## src/rtl/rf_arb_pkg.sv

```systemverilog
// Shared encodings and widths for the register-file arbiter.
package rf_arb_pkg;
  localparam int unsigned REG_IDX_W = 4;
  localparam int unsigned DATA_W    = 8;

  typedef enum logic [1:0] {
    OP_READ  = 2'b00,
    OP_WRITE = 2'b01,
    OP_INC   = 2'b10,
    OP_DEC   = 2'b11
  } rf_op_e;

  typedef struct packed {
    rf_op_e                 op;
    logic [REG_IDX_W-1:0]   addr;
    logic [DATA_W-1:0]      wdata;
  } rf_req_t;
endpackage

```

## src/rtl/rr_arb2.sv

```systemverilog
// Two-way winner selection with issue-slot masking, round-robin pointer and requester-1 lock.
// Build option: RF_ARB_FIXED_PRIORITY_EN makes requester 1 win all contention (no pointer).
module rr_arb2
  import rf_arb_pkg::*;
(
  input  logic       clk,
  input  logic       rst,
  input  logic [1:0] req_i,
  input  logic [1:0] busy_i,
  input  logic       lock1_i,
  output logic [1:0] gnt_c
);

  logic [1:0] elig;
  logic       lock_q, lock_d;
  logic       lock_hold;

  // A requester acked this cycle is still presenting its old request.
  assign elig      = req_i & ~busy_i;
  assign lock_hold = lock_q & lock1_i & req_i[1];

`ifdef RF_ARB_FIXED_PRIORITY_EN
  always_comb begin
    gnt_c = elig;
    if (lock_hold) begin
      gnt_c = {elig[1], 1'b0};
    end else if (elig == 2'b11) begin
      gnt_c = 2'b10;
    end
  end
`else
  logic prio_q, prio_d;

  always_comb begin
    gnt_c = elig;
    if (lock_hold) begin
      gnt_c = {elig[1], 1'b0};
    end else if (elig == 2'b11) begin
      gnt_c = prio_q ? 2'b10 : 2'b01;
    end
  end

  always_comb begin
    prio_d = prio_q;
    if (gnt_c[0]) prio_d = 1'b1;
    if (gnt_c[1]) prio_d = 1'b0;
  end

  always_ff @(posedge clk) begin
    if (rst) prio_q <= 1'b0;
    else     prio_q <= prio_d;
  end
`endif

  // Lock only applies when requester 1 owned the most recent grant.
  always_comb begin
    lock_d = lock_q;
    if (gnt_c[0]) lock_d = 1'b0;
    if (gnt_c[1]) lock_d = 1'b1;
  end

  always_ff @(posedge clk) begin
    if (rst) lock_q <= 1'b0;
    else     lock_q <= lock_d;
  end

endmodule

```

## src/rtl/rf_arbiter.sv

```systemverilog
// Arbitrates two requesters onto one register-file command port; registers commands and read data.
// Build option: RF_ARB_FIXED_PRIORITY_EN (see rr_arb2).
module rf_arbiter
  import rf_arb_pkg::*;
#(
  parameter int unsigned NREQ = 2
) (
  input  logic                   clk,
  input  logic                   rst,
  input  logic                   req0,
  input  logic [1:0]             op0,
  input  logic [REG_IDX_W-1:0]   addr0,
  input  logic [DATA_W-1:0]      wdata0,
  input  logic                   req1,
  input  logic [1:0]             op1,
  input  logic [REG_IDX_W-1:0]   addr1,
  input  logic [DATA_W-1:0]      wdata1,
  input  logic                   lock1,
  output logic                   ack0,
  output logic                   ack1,
  output logic [2*DATA_W-1:0]    rdata0,
  output logic [2*DATA_W-1:0]    rdata1,
  output logic [REG_IDX_W-1:0]   rf_in_select,
  output logic [REG_IDX_W-1:0]   rf_outb_select,
  output logic [DATA_W-1:0]      rf_in,
  output logic                   rf_write_en,
  output logic                   rf_inc,
  output logic                   rf_dec,
  input  logic [DATA_W-1:0]      rf_outb,
  input  logic [DATA_W-1:0]      rf_outc
);

  logic [NREQ-1:0]        req_v, gnt, ack_q, ack_d, rd_q, rd_d;
  rf_req_t                sel;
  logic                   we_q, we_d, inc_q, inc_d, dec_q, dec_d;
  logic [REG_IDX_W-1:0]   isel_q, isel_d, osel_q, osel_d;
  logic [DATA_W-1:0]      rfin_q, rfin_d;
  logic [2*DATA_W-1:0]    rdata0_q, rdata0_d, rdata1_q, rdata1_d;

  assign req_v = {req1, req0};

  rr_arb2 u_arb (
    .clk     (clk),
    .rst     (rst),
    .req_i   (req_v),
    .busy_i  (ack_q),
    .lock1_i (lock1),
    .gnt_c   (gnt)
  );

  assign sel = gnt[1] ? {op1, addr1, wdata1} : {op0, addr0, wdata0};

  // Next command: strobes default low, selects and write data hold.
  always_comb begin
    ack_d  = '0;
    rd_d   = '0;
    we_d   = 1'b0;
    inc_d  = 1'b0;
    dec_d  = 1'b0;
    isel_d = isel_q;
    osel_d = osel_q;
    rfin_d = rfin_q;
    if (|gnt) begin
      ack_d = gnt;
      unique case (sel.op)
        OP_WRITE: begin
          isel_d = sel.addr;
          rfin_d = sel.wdata;
          we_d   = 1'b1;
        end
        OP_INC: begin
          osel_d = sel.addr;
          inc_d  = 1'b1;
        end
        OP_DEC: begin
          osel_d = sel.addr;
          dec_d  = 1'b1;
        end
        OP_READ: begin
          osel_d = sel.addr;
          rd_d   = gnt;
        end
      endcase
    end
  end

  // Read data is sampled at the end of the READ ack cycle.
  always_comb begin
    rdata0_d = rd_q[0] ? {rf_outc, rf_outb} : rdata0_q;
    rdata1_d = rd_q[1] ? {rf_outc, rf_outb} : rdata1_q;
  end

  always_ff @(posedge clk) begin
    if (rst) begin
      ack_q    <= '0;
      rd_q     <= '0;
      we_q     <= 1'b0;
      inc_q    <= 1'b0;
      dec_q    <= 1'b0;
      isel_q   <= '0;
      osel_q   <= '0;
      rfin_q   <= '0;
      rdata0_q <= '0;
      rdata1_q <= '0;
    end else begin
      ack_q    <= ack_d;
      rd_q     <= rd_d;
      we_q     <= we_d;
      inc_q    <= inc_d;
      dec_q    <= dec_d;
      isel_q   <= isel_d;
      osel_q   <= osel_d;
      rfin_q   <= rfin_d;
      rdata0_q <= rdata0_d;
      rdata1_q <= rdata1_d;
    end
  end

  assign ack0           = ack_q[0];
  assign ack1           = ack_q[1];
  assign rf_write_en    = we_q;
  assign rf_inc         = inc_q;
  assign rf_dec         = dec_q;
  assign rf_in_select   = isel_q;
  assign rf_outb_select = osel_q;
  assign rf_in          = rfin_q;
  assign rdata0         = rdata0_q;
  assign rdata1         = rdata1_q;

endmodule

```

## config.mk

```make
export PLATFORM = sky130hd
export DESIGN_NAME = rf_arbiter
export DESIGN_NICKNAME = d
export VERILOG_FILES = /design/src/rtl/rf_arb_pkg.sv /design/src/rtl/rr_arb2.sv /design/src/rtl/rf_arbiter.sv
export SDC_FILE = /design/constraint.sdc
export NUM_CORES = 1
export LEC_CHECK = 0
export ABC_AREA = 0
export BUFFER_PORTS_ARGS = -buffer_cell sky130_fd_sc_hd__buf_2
export CORE_MARGIN = 8
export CORE_UTILIZATION = 47
export DETAILED_ROUTE_END_ITERATION = 10
export GPL_TIMING_DRIVEN = 0
export HOLD_SLACK_MARGIN = 0.02
export PLACE_DENSITY = 0.82
export SYNTH_ARGS = -nofsm -noshare
export SYNTH_HDL_FRONTEND = slang
export SYNTH_SLANG_ARGS = --single-unit
```

## constraint.sdc

```tcl
create_clock -name clk -period 1.5 [get_ports clk]
set_input_delay 0.3 -clock clk [delete_from_list [all_inputs] [get_ports clk]]
set_output_delay 0.3 -clock clk [all_outputs]
set_load 0.05 [all_outputs]
```

# Yosys cells after proc, flatten, opt, wreduce, memory -nomap -nowiden
# Cells that the tools add are included.
[word_totals]
regBits = 57
latchBits = 0
mem_bits_rw = 0
mem_bits_ro = 0
mem_count = 0
[classes]
addsub = 0
n_mul = 0
div_mod_pow = 0
order_cmp = 0
eq_ne = 4
n_shift = 0
muxes = 9
bitwise_logic = 6
reduce_logical = 9
[ops]
columns = ["operator", "count"]
rows = [
  ["$mux W14", 1],
  ["$eq A2 B2 Y1 const B", 3],
  ["$mux W2", 3],
  ["$reduce_or A2 Y1", 3],
  ["$reduce_or A3 Y1", 2],
  ["$mux W1", 5],
  ["$reduce_and A2 Y1", 2],
  ["$and A1 B1 Y1", 2],
  ["$and A2 B2 Y2", 1],
  ["$eq A2 B1 Y1 const B", 1],
  ["$logic_not A2 Y1", 1],
  ["$not A1 Y1", 2],
  ["$not A2 Y2", 1],
  ["$reduce_bool A2 Y1", 1],
]

# Longest topological paths before layout
# Gate-level depths: netlist of the first run.
[depth]
depth_word = 9
ltp_mapped = 6

# By module
# Synthesis of the first run repeated with hierarchy kept, for this count alone.
[hier_totals]
hier_cells = 221
area_unflattened_um2 = 2422.3
[by_module_without_submodules]
columns = ["mod", "instances", "cells_per_inst", "area_each_um2"]
rows = [
  ["rf_arbiter", 1, 204, 2273.4],
  ["rr_arb2", 1, 17, 148.9],
]

# Worst setup path before layout of the first run
# OpenSTA, ideal clock, no wires.
[synth_path]
path_type = "register -> register"
startpoint = "reg ack_q[0]"
endpoint = "reg rfin_q[3], in the netlist rf_in[3]"
setup_time_ns = 0.088
arrival_time_ns = 1.607
path_slack_ns = -0.195
stages_incl_launch_ff = 6
path_buffers = 1
cell_sequence = "dfxtp_1 -> nor3b_4 -> a211oi_2 -> buf_6 -> a211oi_1 -> a311oi_2"
[synth_via]
elab_chain_cells = 8
elab_cells_between_ends = 9
[synth_rtl]
columns = ["item", "line_no", "rtl"]
rows = [
  ["start: declaration", "rf_arbiter.sv:33", "logic [NREQ-1:0] req_v, gnt, ack_q, ack_d, rd_q, rd_d;"],
  ["start signal: assignment", "rf_arbiter.sv:106", "ack_q <= ack_d;"],
  ["$not A2 Y2 (*)", "rr_arb2.sv:19", "assign elig = req_i & ~busy_i;"],
  ["$and A2 B2 Y2 (*)", "rr_arb2.sv:19", ""],
  ["$eq A2 B2 Y1", "rr_arb2.sv:38", "end else if (elig == 2'b11) begin"],
  ["$mux W2 (*)", "rr_arb2.sv:38", ""],
  ["$mux W2 (*)", "rr_arb2.sv:36", "if (lock_hold) begin"],
  ["$mux W14", "rf_arbiter.sv:51", "assign sel = gnt[1] ? {op1, addr1, wdata1} : {op0, addr0, wdata0};"],
  ["$eq A2 B1 Y1", "rf_arbiter.sv:65", "unique case (sel.op)"],
  ["$reduce_and A2 Y1 (no source line)", "n/a", ""],
  ["end signal: assignment", "rf_arbiter.sv:113", "rfin_q <= rfin_d;"],
  ["end: declaration", "rf_arbiter.sv:37", "logic [DATA_W-1:0] rfin_q, rfin_d;"],
]
# Mark *: on every way between the ends. The rest lies on a longest branch, timed or not.
# A chain may end at the register's enable or synchronous reset.

# Final worst setup path of the first run
[layout_path]
startpoint = "reg ack_q[1]"
endpoint = "reg rd_q[0]"
[layout_via]
elab_chain_cells = 9
elab_cells_between_ends = 11
[layout_rtl]
columns = ["item", "line_no", "rtl"]
rows = [
  ["$not A2 Y2 (*)", "rr_arb2.sv:19", ""],
  ["$and A2 B2 Y2 (*)", "rr_arb2.sv:19", ""],
  ["$eq A2 B2 Y1", "rr_arb2.sv:38", ""],
  ["$mux W2", "rr_arb2.sv:38", ""],
  ["$mux W2 (*)", "rr_arb2.sv:36", ""],
  ["$mux W14", "rf_arbiter.sv:51", ""],
  ["$logic_not A2 Y1", "rf_arbiter.sv:65", ""],
  ["$not A1 Y1 (no source line)", "n/a", ""],
  ["$reduce_or A3 Y1 (no source line)", "n/a", ""],
  ["end signal: assignment", "rf_arbiter.sv:107", "rd_q <= rd_d;"],
  ["end: declaration", "rf_arbiter.sv:33", ""],
]
# Marked as above.

==> results of run 1 <==
## metrics by stage
stage / area, um^2 / instances / hold slack, ps
after global placement: 3020 / 402 / 468
after detailed placement: 3020 / 402 / 475
after global routing: 3300 / 424 / 193
final: 3300 / 424 / 207
after floorplan: 2430 / 232 / 377
after CTS: 3270 / 423 / 180
## area by class of cell
cell class / count / area (um^2)
plain buffers: 18 / 164
multi-input cells: 155 / 1160
well taps: 70 / 87.6
clock buffers: 14 / 163
clock inverters: 2 / 12.5
repair buffers: 106 / 549
inverters: 2 / 7.51
fillers: 425 / 1750
flip-flops and latches: 57 / 1150
## repair_timing
item / in CTS / in global routing
setup endpoints to repair: 14 / 15
gates resized for setup: 10 / 3
pin swaps: 0 / 2
setup buffers: 5 / 1
## cell usage after synthesis (all sizes together)
master | n | area share
a31o | 2 | 0.0072
dfxtp | 57 | 0.47
a211oi | 27 | 0.092
nor2 | 37 | 0.057
nor4 | 1 | 0.0026
nand2 | 18 | 0.030
a21bo | 1 | 0.0041
o21a | 1 | 0.0031
or3 | 2 | 0.0052
nand2b | 4 | 0.011
a21o | 4 | 0.012
mux2i | 36 | 0.15
and2b | 1 | 0.0041
nand3 | 3 | 0.0062
a311oi | 8 | 0.047
nor2b | 2 | 0.0052
nand3b | 2 | 0.0062
nor3b | 1 | 0.0077
a21oi | 5 | 0.010
inv | 2 | 0.0031
clkbuf | 9 | 0.035
buf | 9 | 0.033
## sequential cells by signal, summed over array words and instances, names as in the netlist
register / count
rf_dec: 1
rd_q: 2
rf_outb_select: 4
u_arb.lock_q: 1
rf_in_select: 4
rdata0: 16
rf_inc: 1
ack_q: 2
rf_in: 8
u_arb.prio_q: 1
rf_write_en: 1
rdata1: 16
## cell families (layout without fill, tap and decap cells)
family          Yosys count  in the layout  share of synthesized area
buf+inv                  20            142                     0.0706
compound gates           48             48                      0.176
mux                      36             36                      0.148
flops                    57             57                      0.470
simple gates             71             71                      0.135
## layout by cell type (no fill, tap or decap), drive strengths merged, types with 2 or more instances in the layout
master,netlist,routed
buf,9,115
dfxtp,57,57
nor2,37,37
mux2i,36,36
a211oi,27,27
clkbuf,9,23
nand2,18,18
a311oi,8,8
a21oi,5,5
a21o,4,4
nand2b,4,4
nand3,3,3
nand3b,2,2
a31o,2,2
nor2b,2,2
inv,2,2
or3,2,2
## worst max-delay path by stage
| stage | end | startpoint | cells past startpoint | slack, ps |
|---|---|---|---|---|
| after global routing | rd_q[0] | ack_q[1] | 6 | -90 |
| after detailed placement | rf_in_select[2] | req0 | 6 | -140 |
| final | rd_q[0] | ack_q[1] | 6 | -40 |
| after floorplan | rd_q[0] | ack_q[1] | 5 | 7 |
| after global placement | rf_outb_select[2] | req0 | 5 | -100 |
| after CTS | rd_q[0] | ack_q[1] | 6 | -10 |
## metal layers
layer | part of all wire | up-vias
met5 | 0 | -
met4 | 0.015 | 0
met3 | 0.095 | 10
met2 | 0.47 | 95
met1 | 0.42 | 992
li1 | - | 1055
## report_power, final
| part | internal, W | switching (W) | leakage (nW) | total [W] |
|---|---|---|---|---|
| clock network | 0.000689 | 0.000571 | 0.0867 | 0.00126 |
| registers | 0.00159 | 0.0000398 | 0.466 | 0.00163 |
| logic | 0.000282 | 0.000510 | 0.913 | 0.000792 |
| total | 0.00256 | 0.00112 | 1.47 | 0.00368 |
## worst register-to-register path, cell delays in order (launching register included)
cell	delay, ps
dfxtp_2	320
nand2b_4	170
a21o_1	180
buf_6	140
buf_6	140
or3_4	330
a211oi_2	180
==> summary.md, run 1 <==
| Metric | Value |
|---|---|
| Status | finished with violations |
| Failing checks | setup timing |
| Final period util | 1.03 |
| CP max stage cell | or3_4 |
| Routed wire per std cell | roughly 16 um |
| Layout Nets | 398 |
| Starting density of the core | 0.482 |
| Synth Warn # | 0 |
| Synthesized flop and latch total | 57 |
| RR Endpoint | rd_q[0] |
| DPL Wire Length | 4890 um |
| Crit start category | flip-flop |
| Gr ovfl total | 0 |
| Skew final | roughly 2.8 ps |
| Count of pins over their slew limit | 0 |
| Worst-case hold path end point | rd_q[1] |
| Die area | 7720 um^2 |
| GR met2 Demand/Resource | 0.282 |
| Hold_sp | op1[0] |
| Hold path depth | 2 |
| First-pass GRT wire length | between 10,000 and 15,000 um |
| Netlist cell types | 29 |
| Max incr delay on CP | ~330 ps |
| Worst Path Arrival | approximately 1800 ps |
| Setup-failing EPs final | 4 |
| TritonCTS buffer count | 9 |
| Grt met1 use | 0.194 |
| Root Driver | clkbuf_8 |
| Crit end category | flip-flop |
| Register area share after synthesis | 0.470 |
| Placeable Area | approximately 5000 um^2 |
| Crit Reg-Reg Startpoint | ack_q[1] |
| Max clock buf depth | 2 |
| H-tree depth | 3 |
| PnR worst setup slack | -43.3 ps |
| Max Cap Viol | 0 |
| Pre-antenna DRT Iters | 4 |
| Final core occ | 0.654 |
| Syn Area/Cell | around 10 um^2 |
| # DRC | 0 |
| Latest clock arrival within the worst-skew pair | between 300 and 400 ps |
| Most crowded layer after global routing | met2 |
| Setup TNS | -128 ps |
| Inserted Diodes | 0 |
| Final critical-path required period | between 1500 and 2000 ps |
| Clock transition at path regs | 60 ps |
| Post-Syn Nets | 281 |
| GR Layer Usage met3 | 0.0704 |
| I/O Pins | roughly 100 |
| Die X | roughly 88 um |
| Critical Path Fanout Max | 6 |
| Drt initial violations | just over 60 |
| Place WS | -145 ps |
| RSZ-0062 raised after global routing | yes |
| Reg2reg path depth | 6 |
| CP delay by family, top | simple AND/OR/NAND/NOR gates |
| Crit path buf inv count | 2 |
| Share of layout cells above drive strength 1 | 0.458 |
| Pwr Total | approximately 0.0037 W |
| # rows | 26 |
| Number of hold violations in the final report | 0 |
| Total Wirelength | 6640 um |
| Crit path cell chain | nand2b_4 > a21o_1 > buf_6 > buf_6 > or3_4 > a211oi_2 |
| Synth Instances | around 230 |
| Largest vdd supply drop | between 0.5 and 0.6 mV |
| Crit Path Class | reg -> reg |
| GPL Wtd Cong | 0.828 |
| Vias in the first global route | ~2,200 |
| Sink Count | 57 |
| Hold-fix buffers at CTS | 0 |
| Pwr dens | about 1100 nW/um^2 |
| Slew @ Worst Pin | 646 ps |
| Cell leakage power | approximately 1.5 nW |
| Vias post-DR | 2,152 |
| Slew HR | 0.567 |
| Reg2reg setup slack | -40 ps |
| Largest net degree at the start of global routing | 11 |
| CTS tree | built |
| Worst min-delay path class | in -> reg |
| I/O Buffers | 100 |
| Initial antenna violation count | 0 |
| Req. time, crit path | 1750 ps |
| Vias per inst | 5.08 |
| Synth-to-Final Area Change | 35.7% |
| Total GRT Usage | 0.173 |
| Mapped cell area | between 2000 and 2500 um^2 |
| Top achievable clock speed | roughly 0.65 GHz |
| Post-detailed-route count of antenna-violating nets | 0 |
| Most used cell, CP | buf_6 |
| Die H | between 80 and 90 um |
(Power assumes the default switching activity.)
==> inputs of run 2 (changes only) <==
--- a/config.mk
+++ b/config.mk
@@ -5,14 +5,15 @@
 export SDC_FILE = /design/constraint.sdc
 export NUM_CORES = 1
 export LEC_CHECK = 0
-export ABC_AREA = 0
+export ABC_AREA = 1
 export BUFFER_PORTS_ARGS = -buffer_cell sky130_fd_sc_hd__buf_2
 export CORE_MARGIN = 8
-export CORE_UTILIZATION = 47
+export CORE_UTILIZATION = 42
 export DETAILED_ROUTE_END_ITERATION = 10
 export GPL_TIMING_DRIVEN = 0
 export HOLD_SLACK_MARGIN = 0.02
-export PLACE_DENSITY = 0.82
+export PLACE_DENSITY = 0.78
+export SLEW_MARGIN = 30
 export SYNTH_ARGS = -nofsm -noshare
 export SYNTH_HDL_FRONTEND = slang
 export SYNTH_SLANG_ARGS = --single-unit
==> constraint.sdc (replaced) <==
create_clock -name clk -period 1.3 [get_ports clk]
set_input_delay 0.26 -clock clk [delete_from_list [all_inputs] [get_ports clk]]
set_output_delay 0.26 -clock clk [all_outputs]
set_load 0.05 [all_outputs]
==> run 2 against run 1 <==
Final cell count up 25%. Clock-buffer cell count fell by 4. Largest cell class is now sequential cells. Global-route usage shrank 0.39 points. Worst setup slack lost 77 ps. Core utilization is 2.3 points lower. Fmax rose by 8.6%. Sequential cell count unchanged. Sequential power rose by 16%. The run still ends with setup timing left. Critical endpoint is now rf_in[2]. Cell area rose by 4.1%. Largest power group unchanged.
==> summary.md, run 2 <==
| Metric | Value |
|---|---|
| Share of layout cells above drive strength 1 | 0.395 |
| Failing checks | setup timing |
| Reg2reg setup slack | -120 ps |
| RSZ-0062 raised after global routing | yes |
| Simple-gate share of the synthesized area | 0.350 |
| H-tree depth | 3 |
| Crit. Startpoint | ack_q[0] |
| Hold-fix buffers at CTS | 0 |
| I/O Buffers | around 100 |
| Status | finished with violations |
| Latest clock arrival within the worst-skew pair | 340 ps |
| Drt initial violations | 108 |
| # DRC | 0 |
| Routed wire per std cell | approximately 13 um |
| Count leader, synth | nor2_1 |
| Critical Path Fanout Max | 6 |
| Top achievable clock speed | approximately 0.7 GHz |
| Layout Nets | just over 500 |
| Area leader, netlist | dfxtp_1 |
| Fraction of the mapped netlist area in adder cells | 0 |
| Placeable Area | about 5400 um^2 |
| Synth area leaders | dfxtp_1 (49%), nor2_1 (15%), nand2_1 (10%) |
| Die X | around 91 um |
| Largest vdd supply drop | around 0.94 mV |
| Register area share after synthesis | 0.486 |
| Syn Area/Cell | around 7 um^2 |
| Synth top cells by count | nor2_1 (94), nand2_1 (64), dfxtp_1 (57), o21ai_0 (32), inv_1 (28) |
| Setup-failing EPs final | 19 |
| Synth Instances | roughly 330 |
| Die H | slightly above 90 um |
| CTS tree | built |
| Final period util | 1.09 |
| Crit path buf inv count | 1 |
| Largest net degree at the start of global routing | 17 |
| First-pass GRT wire length | 11,400 um |
| Total GRT Usage | 0.169 |
| Req. time, crit path | 1580 ps |
| Vias per inst | 4.63 |
| Starting density of the core | 0.431 |
| Vias in the first global route | approximately 2,400 |
| Synthesized flop and latch total | 57 |
| RR Endpoint | rf_in[2] |
| Worst path depth | 10 |
| Crit Reg-Reg Startpoint | ack_q[0] |
| Layout fillers | 499 |
| Total Wirelength | ~7100 um |
| Pre-antenna DRT Iters | 5 |
| Die area | about 8000 um^2 |
| Worst Path Arrival | around 1700 ps |
| Most used cell, CP | nand2_4 |
| Post-synth top area share | 0.486 |
| Max clock buf depth | 2 |
| Slew HR | 0.640 |
| Initial antenna violation count | 0 |
| Fin Hold WS | roughly 150 ps |
| Number of hold violations in the final report | 0 |
| Synth-to-Final Area Change | 46.3% |
| Place WS | -304 ps |
| Synth Warn # | 0 |
| Cell leakage power | 1.87 nW |
| GPL Wtd Cong | 0.794 |
| CP max stage cell | dfxtp_4 |
| Post-Syn Nets | about 380 |
| Mapped cell area | about 2300 um^2 |
| Crit start category | flip-flop |
| CP delay by family, top | simple AND/OR/NAND/NOR gates |
| Synth async-reset ratio | 0 |
| Commonest non-fill, non-tap cell in the layout | buf_2 |
| EDFF count, synth | 0 |
| Vias post-DR | roughly 2,500 |
| TritonCTS buffer count | 9 |
| Sink Count | 57 |
| Netlist cell types | 22 |
| Synth Area in Compound Gates | 0.0821 |
| I/O Pins | 102 |
| PnR worst setup slack | -121 ps |
| # rows | 27 |
| Final critical-path required period | about 1400 ps |
| Max Cap Viol | 0 |
| Mux contribution to synthesized area | 0 |
| Crit end category | flip-flop |
| Count of pins over their slew limit | 0 |
| DPL Wire Length | 4950 um |
| Pwr dens | roughly 1400 nW/um^2 |
| Skew final | 9.31 ps |
| Slew @ Worst Pin | ~540 ps |
| Clock transition at path regs | approximately 70 ps |
| Worst Setup EP | rf_in[2] |
| Gr ovfl total | 0 |
| Post-synthesis xor/xnor area fraction | 0 |
| Reg2reg path depth | 10 |
| Main combinational cell family by area after synthesis | simple AND/OR/NAND/NOR gates |
| Crit path cell chain | nor2_4 > nand3_4 > nand2_8 > nand2_4 > nand2_4 > nand3_4 > clkbuf_16 > nand2_4 > nand2_2 > nor2_1 |
| Root Driver | clkbuf_8 |
| Post-synth top flop | dfxtp_1 |
| Post-detailed-route count of antenna-violating nets | 0 |
| Inserted Diodes | 0 |
| Commonest cells after routing, fill and taps aside | buf_2 (101), nor2_1 (91), dfxtp_1 (52), nand2_1 (49), o21ai_0 (32) |
| Worst min-delay path class | in -> reg |
| Crit Path Class | reg -> reg |
| Max incr delay on CP | approximately 350 ps |
==> run 2: cell count changes after synthesis, moves of 5 or more <==
cell      change
nor2_1       +57
nand2_1      +48
mux2i_1      -36
o21ai_0      +32
inv_1        +26
a211oi_1     -22
nand3_1       +9
a311oi_2      -7
clkbuf_1      +5
clkbuf_8      -5
==> run 2: logic make-up (layout without fill, tap and decap cells) <==
kind of cell    after synthesis  after routing
buf+inv                      46            176
simple gates                187            187
flops                        57             57
compound gates               38             38
==> run 2: power breakdown <==
| part | switching, W | internal (W) |
|---|---|---|
| clock | 0.000728 | 0.000923 |
| combinational | 0.000736 | 0.000366 |
| sequential | 0.0000503 | 0.00184 |
| total | 0.00152 | 0.00313 |
==> run 2: worst register-to-register path: cells and delay by family (launching register included) <==
family,cells,cell delay (ps)
AND/OR/NAND/NOR,9,840
buffers and inverters,1,190
flip-flops,1,350
==> run 2: final cells by class <==
class / count / area [um^2] / share of cell area
Sequential cell: 57 / 1150 / 0.336
Multi-Input combinational cell: 225 / 1140 / 0.334
Timing Repair Buffer: 116 / 648 / 0.189
Clock buffer: 10 / 138 / 0.0401
Inverter: 33 / 126 / 0.0368
Tap cell: 72 / 90.1 / 0.0262
Buffer: 12 / 77.6 / 0.0226
Clock inverter: 5 / 55.1 / 0.0160
==> run 2: how the worst min path moves through the flow <==
| stage | endpoint | cells after the start | start |
|---|---|---|---|
| 2_1_floorplan | ack_q[0] | 1 | rst |
| 3_3_place_gp | u_arb.lock_q | 2 | u_arb.lock_q |
| 3_5_place_dp | rf_outb_select[1] | 2 | rf_outb_select[1] |
| 4_1_cts | u_arb.lock_q | 2 | rst |
| 5_1_grt | rdata1[8] | 3 | rf_outc[0] |
| 6_report | u_arb.lock_q | 2 | rst |
==> run 2: metrics by stage <==
stage	util	setup TNS [ps]	cell area [um^2]	cells	power, W
after global routing	0.631	-3250	3430	530	0.00487
after global placement	0.544	-3860	2960	501	0.00284
final	0.631	-1630	3430	530	0.00465
after floorplan	-	-956	2360	328	0.00260
after CTS	0.599	-1330	3260	523	0.00456
after detailed placement	0.544	-4380	2960	501	0.00286
==> run 2: what timing repair did <==
item,4_1_cts,5_1_grt
gates cloned,0,1
pin swaps,5,6
resized for setup,9,34
buffers inserted,8,6
setup endpoints to repair,22,33
hold endpoints to repair,0,0
==> run 2: routing by layer <==
metal / routed length [um] / share of wire / up-vias / GRT usage
met5: 0 / 0 / - / 0
met4: 92 / 0.013 / 0 / 0.0555
met3: 782 / 0.11 / 9 / 0.0981
met2: 3360 / 0.47 / 92 / 0.269
met1: 2880 / 0.40 / 1084 / 0.182
li1: - / - / 1268 / -
==> inputs of run 3 (changes only) <==
--- a/config.mk
+++ b/config.mk
@@ -5,14 +5,12 @@
 export SDC_FILE = /design/constraint.sdc
 export NUM_CORES = 1
 export LEC_CHECK = 0
-export ABC_AREA = 1
 export BUFFER_PORTS_ARGS = -buffer_cell sky130_fd_sc_hd__buf_2
-export CORE_MARGIN = 8
-export CORE_UTILIZATION = 42
+export CORE_UTILIZATION = 43
 export DETAILED_ROUTE_END_ITERATION = 10
 export GPL_TIMING_DRIVEN = 0
 export HOLD_SLACK_MARGIN = 0.02
-export PLACE_DENSITY = 0.78
+export PLACE_DENSITY = 0.79
 export SLEW_MARGIN = 30
 export SYNTH_ARGS = -nofsm -noshare
 export SYNTH_HDL_FRONTEND = slang
==> run 3 against run 2 <==
The run still ends with setup timing left. Critical path type unchanged. Critical path depth is 4 lower. First-iteration DRC count is 44% higher. Sequential power hardly changed. Clock power is 13% lower. Register-to-register slack worse by 140 ps.
==> summary.md, run 3 (synthesis gave the netlist of run 1 again) <==
| Metric | Value |
|---|---|
| Status | finished with violations |
| Failing checks | setup timing |
| Layout Nets | roughly 410 |
| RR Endpoint | rf_in_select[3] |
| I/O Pins | ~100 |
| Slew HR | 0.621 |
| Number of hold violations in the final report | 0 |
| Die X | around 77 um |
| Worst min-delay path class | in -> reg |
| Max clock buf depth | 2 |
| Largest vdd supply drop | about 0.71 mV |
| CP max stage cell | dfxtp_4 |
| Max incr delay on CP | between 300 and 400 ps |
| # rows | 26 |
| Pwr dens | between 1000 and 1500 nW/um^2 |
| I/O Buffers | 100 |
| CTS tree | built |
| Crit path cell chain | nor3b_4 > buf_6 > a211oi_4 > a21o_1 > buf_4 > a211oi_1 |
| Clock transition at path regs | ~60 ps |
| PnR worst setup slack | -258 ps |
| Synth-to-Final Area Change | 49.6% |
| Crit Reg-Reg Startpoint | ack_q[0] |
| Vias post-DR | 2,340 |
| Final period util | 1.20 |
| Routed wire per std cell | 16.1 um |
| Die H | 77.2 um |
| Cells after DPL | around 400 |
| Reg2reg path depth | 6 |
| Root Driver | clkbuf_8 |
| Critical Path Fanout Max | 5 |
| Crit end category | flip-flop |
| Hold path depth | 2 |
| Skew final | a little under 5 ps |
| Pre-antenna DRT Iters | 5 |
| Total Wirelength | roughly 7000 um |
| Post-detailed-route count of antenna-violating nets | 0 |
| Slew @ Worst Pin | 568 ps |
| Vias per inst | about 5.4 |
| GPL Wtd Cong | approximately 0.79 |
| Count of pins over their slew limit | 0 |
| Vias in the first global route | ~2,200 |
| Fin area | between 3000 and 4000 um^2 |
| Largest net degree at the start of global routing | 17 |
| Req. time, crit path | approximately 1500 ps |
| Placeable Area | ~5300 um^2 |
| Commonest cells after routing, fill and taps aside | buf_2 (102), dfxtp_1 (53), nor2_1 (35), mux2i_1 (32), a211oi_2 (16) |
| Reg2reg setup slack | -260 ps |
| Final core occ | 0.689 |
| Max Cap Viol | 0 |
| Top achievable clock speed | 0.642 GHz |
| Share of layout cells above drive strength 1 | 0.553 |
| # DRC | 0 |
| Worst Path Arrival | around 1800 ps |
| H-tree depth | 3 |
| TritonCTS buffer count | 9 |
| Final critical-path required period | 1560 ps |
| Placed cell areas | 3100 um^2 |
| Cell leakage power | ~1.6 nW |
| Total GRT Usage | 0.235 |
| Setup-failing EPs final | 23 |
| Crit Path Class | reg -> reg |
| Worst-case hold path end point | rd_q[1] |
| Die area | just under 6000 um^2 |
| Sink Count | 57 |
| Crit start category | flip-flop |
| First-pass GRT wire length | between 10,000 and 15,000 um |
| Latest clock arrival within the worst-skew pair | between 300 and 400 ps |
| Hold_sp | rst |
| Commonest non-fill, non-tap cell in the layout | buf_2 |
| Inserted Diodes | 0 |
| Starting density of the core | 0.461 |
| Initial antenna violation count | 0 |
| DPL Wire Length | approximately 4400 um |
| RSZ-0062 raised after global routing | yes |
| Drt initial violations | ~160 |
| Final Instance Count excl. Fillers | approximately 440 |
| Gr ovfl total | 0 |
-- run 3: changes by cell type in the layout (fill, tap and decap cells not counted), moves of 16 or more --
cell | previous run | this run
o21ai_0 | 32 | 0
mux2i_1 | 0 | 32
inv_1 | 28 | 2
a211oi_2 | 0 | 16
nand2_1 | 49 | 13
nor2_1 | 91 | 35
-- run 3: what timing repair did --
| action | in CTS | in global routing |
|---|---|---|
| setup endpoints to repair | 28 | 24 |
| gates cloned | 4 | 0 |
| pin swaps | 6 | 9 |
| hold buffers | 0 | 0 |
| resized for setup | 23 | 24 |
| buffers inserted | 11 | 7 |
| endpoints found under the hold margin | 0 | 0 |
-- run 3: routing by layer --
| layer | GRT usage | part of all wire |
|---|---|---|
| met5 | 0 | 0 |
| met4 | 0.117 | 0.037 |
| met3 | 0.0452 | 0.053 |
| met2 | 0.400 | 0.51 |
| met1 | 0.279 | 0.40 |
-- run 3: cell type report --
| type | count | area (um^2) |
|---|---|---|
| buffer | 16 | 168 |
| clock buffer | 11 | 141 |
| clock inverter | 5 | 31.3 |
| fill | 413 | 1640 |
| inverter | 2 | 7.51 |
| multi-input combinational | 155 | 1340 |
| sequential | 57 | 1150 |
| tap | 70 | 87.6 |
| timing repair buffer | 121 | 701 |
-- run 3: worst max-delay path by stage --
stage | from | to | slack (ps) | depth (start not counted)
6_report | ack_q[0] | rf_in_select[3] | -260 | 6
5_1_grt | ack_q[0] | rf_in[3] | -290 | 6
4_1_cts | ack_q[0] | rf_in[6] | -180 | 6
3_5_place_dp | req0 | rf_in[3] | -310 | 6
3_3_place_gp | req0 | rf_in[3] | -260 | 6
2_1_floorplan | ack_q[1] | rf_in[3] | -120 | 5
-- run 3: metrics by stage --
| stage | setup TNS (ps) | setup WS [ps] | hold WS (ps) | total power (W) |
|---|---|---|---|---|
| finish | -4240 | -258 | 166 | 0.00444 |
| global route | -5340 | -288 | 157 | 0.00461 |
| CTS | -3100 | -177 | 166 | 0.00437 |
| detailed placement | -5220 | -310 | 477 | 0.00281 |
| global placement | -4610 | -260 | 466 | 0.00280 |
| floorplan | -1480 | -115 | 337 | 0.00257 |
-- run 3: power breakdown --
part	internal, W	total (W)	switching, W	leakage [nW]
clock	0.000736	0.00144	0.000708	0.0891
sequential	0.00183	0.00189	0.0000561	0.466
combinational	0.000439	0.00111	0.000673	1.03
total	0.00300	0.00444	0.00144	1.58
-- run 3: critical path: cells and delay by family (launching register included) --
kind	cells	cell delay, ps
flops	1	360
simple gates	1	250
buf+inv	2	320
compound gates	3	540
